<file path="src/rtl/mext_iterative_unit.sv">
// mext_iterative_unit: iterative RV M-extension mul/div; define MEXT_DIV_EN to build the divider.
// Latency: XLEN+2 cycles accept-to-flagM; 2 cycles for divide-by-zero and signed overflow.
// Backpressure: one operation in flight; ready low while busy, startE ignored unless ready.
module mext_iterative_unit #(
  parameter int XLEN = 32
) (
  input  logic            clk,
  input  logic            rst,
  input  logic            startE,
  input  logic [4:0]      alu_opE,
  input  logic [XLEN-1:0] SrcAE,
  input  logic [XLEN-1:0] SrcBE,
  input  logic            kill,
  output logic            ready,
  output logic            flagM,
  output logic [XLEN-1:0] result_m,
  output logic            illegal_op
);

  localparam logic [4:0] OP_MUL    = 5'b01011;
  localparam logic [4:0] OP_MULH   = 5'b01100;
  localparam logic [4:0] OP_MULHSU = 5'b01101;
  localparam logic [4:0] OP_MULHU  = 5'b01110;
  localparam logic [4:0] OP_DIV    = 5'b01111;
  localparam logic [4:0] OP_DIVU   = 5'b10000;
  localparam logic [4:0] OP_REM    = 5'b10001;
  localparam logic [4:0] OP_REMU   = 5'b10010;
  localparam int         CW        = $clog2(XLEN);
  localparam logic [CW-1:0] LAST   = CW'(XLEN - 1);

  typedef enum logic [2:0] {IDLE, MUL, DIV, FIX, DONE} state_t;

  state_t            state, state_n;
  logic [4:0]        op_q;
  logic [CW-1:0]     cnt;
  logic [XLEN-1:0]   opa_q;
  logic              neg_res_q;
  logic [2*XLEN-1:0] acc;

  // Operand decode: opcode class, signedness and magnitudes of the incoming operands.
  logic            is_mul_op, is_div_op, accept;
  logic            sgn_a, sgn_b, a_neg, b_neg;
  logic [XLEN-1:0] mag_a, mag_b;

  assign is_mul_op = alu_opE inside {OP_MUL, OP_MULH, OP_MULHSU, OP_MULHU};
  assign is_div_op = alu_opE inside {OP_DIV, OP_DIVU, OP_REM, OP_REMU};
  assign accept    = (state == IDLE) && startE && !kill && (is_mul_op || is_div_op);
  assign sgn_a     = alu_opE inside {OP_MUL, OP_MULH, OP_MULHSU, OP_DIV, OP_REM};
  assign sgn_b     = alu_opE inside {OP_MUL, OP_MULH, OP_DIV, OP_REM};
  assign a_neg     = sgn_a & SrcAE[XLEN-1];
  assign b_neg     = sgn_b & SrcBE[XLEN-1];
  assign mag_a     = a_neg ? -SrcAE : SrcAE;
  assign mag_b     = b_neg ? -SrcBE : SrcBE;

  // Shift-add step: acc = {partial product high, remaining multiplier bits}.
  logic [XLEN:0]     mul_sum;
  logic [2*XLEN-1:0] mul_next;
  assign mul_sum  = {1'b0, acc[2*XLEN-1:XLEN]} + (acc[0] ? {1'b0, opa_q} : '0);
  assign mul_next = {mul_sum, acc[XLEN-1:1]};

`ifdef MEXT_DIV_EN
  logic [XLEN-1:0]   opb_q;
  logic              neg_rem_q;
  logic              div_zero, div_ovf;
  logic [XLEN:0]     div_trial;
  logic [2*XLEN-1:0] div_next;

  // Special cases bypass the iteration and are loaded as final values.
  assign div_zero  = (SrcBE == '0);
  assign div_ovf   = sgn_b && (SrcAE == {1'b1, {(XLEN-1){1'b0}}}) && (SrcBE == '1);

  // Restoring step: acc = {partial remainder, dividend bits shifting into quotient}.
  assign div_trial = {acc[2*XLEN-1:XLEN], acc[XLEN-1]} - {1'b0, opb_q};
  assign div_next  = div_trial[XLEN] ? {acc[2*XLEN-2:0], 1'b0}
                                     : {div_trial[XLEN-1:0], acc[XLEN-2:0], 1'b1};
`endif

  // Sign correction and result selection, consumed in FIX.
  logic [2*XLEN-1:0] prod;
  logic [XLEN-1:0]   fix_res;
  always_comb begin
    prod    = neg_res_q ? -acc : acc;
    fix_res = prod[XLEN-1:0];
    case (op_q)
      OP_MULH, OP_MULHSU, OP_MULHU: fix_res = prod[2*XLEN-1:XLEN];
`ifdef MEXT_DIV_EN
      OP_DIV, OP_DIVU: fix_res = neg_res_q ? -acc[XLEN-1:0] : acc[XLEN-1:0];
      OP_REM, OP_REMU: fix_res = neg_rem_q ? -acc[2*XLEN-1:XLEN] : acc[2*XLEN-1:XLEN];
`endif
      default: ;
    endcase
  end

  // State register; reset dominates kill and start.
  always_ff @(posedge clk) begin
    if (rst) state <= IDLE;
    else     state <= state_n;
  end

  // Next state and handshake outputs; flagM in DONE ignores kill since the result has retired.
  always_comb begin
    state_n = state;
    ready   = 1'b0;
    flagM   = 1'b0;
    case (state)
      IDLE: begin
        ready = 1'b1;
        if (accept) begin
          if (is_mul_op) state_n = MUL;
`ifdef MEXT_DIV_EN
          else if (div_zero || div_ovf) state_n = FIX;
          else state_n = DIV;
`endif
        end
      end
      MUL, DIV: begin
        if (kill)              state_n = IDLE;
        else if (cnt == LAST)  state_n = FIX;
      end
      FIX:     state_n = kill ? IDLE : DONE;
      DONE: begin
        flagM   = 1'b1;
        state_n = IDLE;
      end
      default: state_n = IDLE;
    endcase
  end

  // Datapath: latch operands on accept, iterate, and retire the corrected result leaving FIX.
  always_ff @(posedge clk) begin
    if (rst) begin
      op_q       <= '0;
      cnt        <= '0;
      opa_q      <= '0;
      neg_res_q  <= 1'b0;
      acc        <= '0;
      result_m   <= '0;
      illegal_op <= 1'b0;
`ifdef MEXT_DIV_EN
      opb_q      <= '0;
      neg_rem_q  <= 1'b0;
`endif
    end else begin
      illegal_op <= 1'b0;
      if (accept) begin
        op_q      <= alu_opE;
        cnt       <= '0;
        opa_q     <= mag_a;
        neg_res_q <= a_neg ^ b_neg;
        acc       <= {{XLEN{1'b0}}, mag_b};
`ifdef MEXT_DIV_EN
        opb_q     <= mag_b;
        neg_rem_q <= a_neg;
        if (is_div_op) begin
          acc <= {{XLEN{1'b0}}, mag_a};
          if (div_zero) begin
            acc       <= {SrcAE, {XLEN{1'b1}}};
            neg_res_q <= 1'b0;
            neg_rem_q <= 1'b0;
          end else if (div_ovf) begin
            acc       <= {{XLEN{1'b0}}, SrcAE};
            neg_res_q <= 1'b0;
            neg_rem_q <= 1'b0;
          end
        end
`else
        illegal_op <= is_div_op;
`endif
      end else if (state == MUL) begin
        acc <= mul_next;
        cnt <= cnt + 1'b1;
      end
`ifdef MEXT_DIV_EN
      else if (state == DIV) begin
        acc <= div_next;
        cnt <= cnt + 1'b1;
      end
`endif
      else if (state == FIX && !kill) begin
        result_m <= fix_res;
      end
    end
  end

endmodule
</file>
<file path="config.mk">
export PLATFORM = sky130hd
export DESIGN_NAME = mext_iterative_unit
export DESIGN_NICKNAME = d
export VERILOG_FILES = /design/src/rtl/mext_iterative_unit.sv
export SDC_FILE = /design/constraint.sdc
export NUM_CORES = 1
export LEC_CHECK = 0
export ABC_AREA = 1
export BUFFER_PORTS_ARGS = -buffer_cell sky130_fd_sc_hd__buf_4
export CORE_UTILIZATION = 55
export DETAILED_ROUTE_END_ITERATION = 10
export PLACE_DENSITY = 0.76
export SLEW_MARGIN = 10
export SYNTH_ARGS = -nofsm -noshare
export SYNTH_HDL_FRONTEND = slang
export SYNTH_SLANG_ARGS = --single-unit
export TNS_END_PERCENT = 50
</file>
<file path="constraint.sdc">
create_clock -name clk -period 2.81 [get_ports clk]
set_input_delay 0 -clock clk [delete_from_list [all_inputs] [get_ports clk]]
set_output_delay 0 -clock clk [all_outputs]
set_load 0.03 [all_outputs]
</file>
==> metrics.log <==
INFO  metric mappedNetlistArea = 0.0123 mm^2
INFO  metric met3_usage = 0.0542
INFO  metric critical_path.slowest_cell = dlygate4sd3_1
INFO  metric die_height = around 150 um
INFO  metric cts.sink_count = 143
INFO  metric final_min_period_over_clock_period = 0.939
INFO  metric crit_type = input pin to flip-flop
INFO  metric worst_slew_margin_rel = 0.467
INFO  metric clk_pin_slew = 0.08 ns
INFO  metric tritoncts = built
INFO  metric timing.final.setup_violations = 0
INFO  metric io_pins = 108
INFO  metric critical_path.startpoint_type = input pin
INFO  metric die_x = 152 um
INFO  metric setup_repair_after_global_routing_missed_its_margin = false
INFO  metric synth.top_cells.by_area = dfxtp_1, nand2_1, nand3_1, inv_1, nor2_1
INFO  metric area_delta_synth_final = 17.2%
INFO  metric end_kind = flip-flop
INFO  metric synth_async_sr_flop_share = 0
INFO  metric busiest_layer = met2
INFO  metric core.rowCount = 54
INFO  metric timing.final.crit_period = between 2 and 3 ns
INFO  metric grt_pass1_wl = 67900 um
INFO  metric drive_above_1_share = 0.0838
INFO  metric numPortBuffers = 107
INFO  metric ys_types = between 40 and 50
INFO  metric synthAdderAreaFrac = 0.0393
INFO  metric postSynthRegisterBits = 143
INFO  metric xor_xnor_cell_area_share_of_the_yosys_netlist = 0.0221
INFO  metric tot_gr_track_use = 0.383
INFO  metric first_iter_violations = 1135
INFO  metric route.detailed.drc = 0
INFO  metric floorplan.initialDensity = 0.562
INFO  metric floorplan.core_area = between 0.02 and 0.025 mm^2
INFO  metric status = finished, violations left
INFO  metric critical_path.startpoint = SrcAE[0]
INFO  metric slew_viol_final = 0
INFO  metric ys_seq_area_frac = 0.233
INFO  metric fin_skew = roughly 0.017 ns
INFO  metric fin_nets = 2462
INFO  metric mostFrequentLayoutCell = nand2_1
INFO  metric path_depth = 13
INFO  metric htree_levels = 4
INFO  metric synth_top_area_share = 0.233
INFO  metric required = around 3.1 ns
INFO  metric vdd_ir_drop_max = 0.000361 V
INFO  metric die_area = about 0.023 mm^2
INFO  metric tritoncts.num_buffers = 17
INFO  metric timing.reg2reg.setup_slack = 0.38 ns
INFO  metric cpLargestDelayFamily = buffers and inverters
INFO  metric post-dp-hpwl = 33200 um
INFO  metric netlist.top_cell.by_area = dfxtp_1
INFO  metric postSynthAreaPerCell = 5.52 um^2
INFO  metric reg2regPathDepth = 15
INFO  metric grt.met1_usage = 0.466
INFO  metric antenna_cells_inserted = 0
INFO  metric violations = negative hold slack
INFO  metric pleak = 0.00733 uW
INFO  metric cap_violations = 0
INFO  metric hold_path_class = input pin to flip-flop
INFO  metric worstSkewPairLatency = around 0.44 ns
INFO  metric clock.fmax = 379 MHz
INFO  metric number_of_buffer_and_inverter_instances_along_the_worst_setup_path = 5
INFO  metric multi_input_area = 0.00797 mm^2
INFO  metric synth_mux_area_frac = 0
INFO  metric routed_wirelength = around 44000 um
INFO  metric vias = 14900
INFO  metric totalPowerFinal = 8920 uW
INFO  metric clock_tree.root_cell = clkbuf_16
INFO  metric rr_startpoint = acc[0]$_SDFFE_PP0P_
INFO  metric synth_top_family_by_area = simple AND/OR/NAND/NOR gates
INFO  metric grt_start_max_net_pins = 68
INFO  metric area.sequential = approximately 0.0029 mm^2
INFO  metric synth_edf_count = 0
INFO  metric finalWeightedCongestion = slightly above 1
INFO  metric first_global_vias = 13400
INFO  metric synth_top_flop_cell = dfxtp_1
INFO  metric cts_max_path_buffers = 2
INFO  metric r2r-end = acc[62]$_SDFFE_PP0P_
INFO  metric worstPathCellList = dlygate4sd3_1, buf_4, inv_1, ha_1, nand3_1, nor2_4, nand3_2, nor2_4, nand2_1, a21oi_1, dlygate4sd3_1, o21ai_1, dlygate4sd3_1
INFO  metric grt_overflow = 0
INFO  metric grtUsageMet2 = 0.664
INFO  metric hold_ws = -0.0138 ns
INFO  metric setup_tns = 0 ns
INFO  metric most_used_cells_in_the_layout_excluding_fill_and_tap_cells = nand2_1, inv_1, nor2_1
INFO  metric critical-path-max-stage-delay = 0.58 ns
INFO  metric cp_max_fo = 4
INFO  metric power_per_cell_area = 619 mW/mm^2
INFO  metric routed_wire_length_per_instance = 16.5 um
INFO  metric synth_warnings = 0
INFO  metric drt-vias-per-instance = about 5.6
INFO  metric drt_pre_antenna_iters = 8
INFO  metric critical_path.most_common_cell = dlygate4sd3_1
INFO  metric area_fraction_in_compound_gates_after_synthesis = 0.145
INFO  metric n_fill_cell = around 2100
INFO  metric antenna_violations_before_repair = 1
INFO  metric antenna_left = 0
INFO  metric post_synth_and_or_nand_nor_area_fraction = 0.440
INFO  metric critPathArrivalTime = 2.97 ns
INFO  metric final_report_hold_violation_count = 2
INFO  metric mappedNetlistNets = 2340
INFO  metric worst_pin_slew = between 0.7 and 0.8 ns
INFO  metric synthCells = ~2200
INFO  metric worst_setup_path_endpoint = opa_q[16]$_SDFFE_PP0N_
[cells by family after synthesis]
kind of cell             count (synthesis)
AND/OR/NAND/NOR                       1297
buffers and inverters                  378
AO/OA/AOI/OAI                          342
flip-flops                             143
adder cells (fa/ha/maj)                 38
XOR/XNOR                                31
[synthesized netlist by cell type (2+ instances only)]
master      n
nor4_1      4
xnor2_1    11
and2_1      2
nand3b_1    9
nand2_1   703
o21ai_0   132
ha_1       37
o21ai_1    30
xor2_1     20
buf_2      26
or2_2       2
nand3_1   237
buf_1       8
o22ai_1     2
nand2_2     8
o31ai_1     3
inv_1     298
o21bai_1    7
nor3_1     18
clkbuf_1   29
nor2_2      8
nor2_1    273
o211ai_1    6
inv_2       6
buf_4       8
dfxtp_1   143
or2_0       2
a21oi_1   154
nor2_4      4
nand4_1    24
a31oi_1     4
[stage by stage]
step | util | setup slack [ns] | cells | area (um^2) | hold slack [ns]
after floorplan | - | 0.732 | 2229 | 12300 | 0.134
after global placement | 0.607 | 0.500 | 2561 | 13300 | 0.256
after detailed placement | 0.607 | 0.504 | 2561 | 13300 | 0.263
after CTS | 0.657 | 0.111 | 2642 | 14400 | 0.00165
after global routing | 0.658 | 0.00956 | 2644 | 14400 | 0.0190
final | 0.658 | 0.171 | 2644 | 14400 | -0.0138
[worst min path at each step]
stage,startpoint,endpoint,slack (ns),cells past startpoint
floorplan,SrcAE[31],opa_q[31]$_SDFFE_PP0N_,0.13,2
global placement,SrcAE[31],opa_q[31]$_SDFFE_PP0N_,0.26,3
detailed placement,SrcAE[31],opa_q[31]$_SDFFE_PP0N_,0.26,3
CTS,SrcBE[1],acc[1]$_SDFFE_PP0P_,0.002,5
global route,SrcBE[1],acc[1]$_SDFFE_PP0P_,0.02,5
finish,SrcBE[11],acc[11]$_SDFFE_PP0P_,-0.01,4
[power breakdown]
| group | switching, uW | total [uW] | internal (uW) |
|---|---|---|---|
| registers | 385 | 2660 | 2270 |
| clock network | 1120 | 2320 | 1210 |
| logic | 2680 | 3940 | 1260 |
| total | 4180 | 8920 | 4740 |
[tightest hold or removal path: stages]
cell,delay [ns]
buf_4,0.10
nand3_1,0.07
nand3_1,0.13
a21oi_1,0.08
[cell type report]
| cell class | instances | area share |
|---|---|---|
| inverters | 306 | 0.0799 |
| multi-input cells | 1708 | 0.553 |
| clock inverters | 15 | 0.0132 |
| flip-flops and latches | 143 | 0.199 |
| well taps | 280 | 0.0243 |
| repair buffers | 175 | 0.101 |
| clock buffers | 17 | 0.0295 |
[registers in the layout (all words and copies together), names as in the netlist]
register and flops:
state 3, illegal_op 1, op_q 5, cnt 5, result_m 32, opa_q 32, acc 64, neg_res_q 1
[routing by layer]
layer,vias up,wire [um]
li1,7343,-
met1,6738,17900
met2,640,20800
met3,131,3030
met4,0,1920
met5,-,0
[what timing repair did]
action,CTS,global route
hold buffers,49,0
resized for setup,0,3
buffers inserted,0,2
setup endpoints to repair,0,1
hold endpoints to repair,55,0
Power figures use the tool's default switching activity.
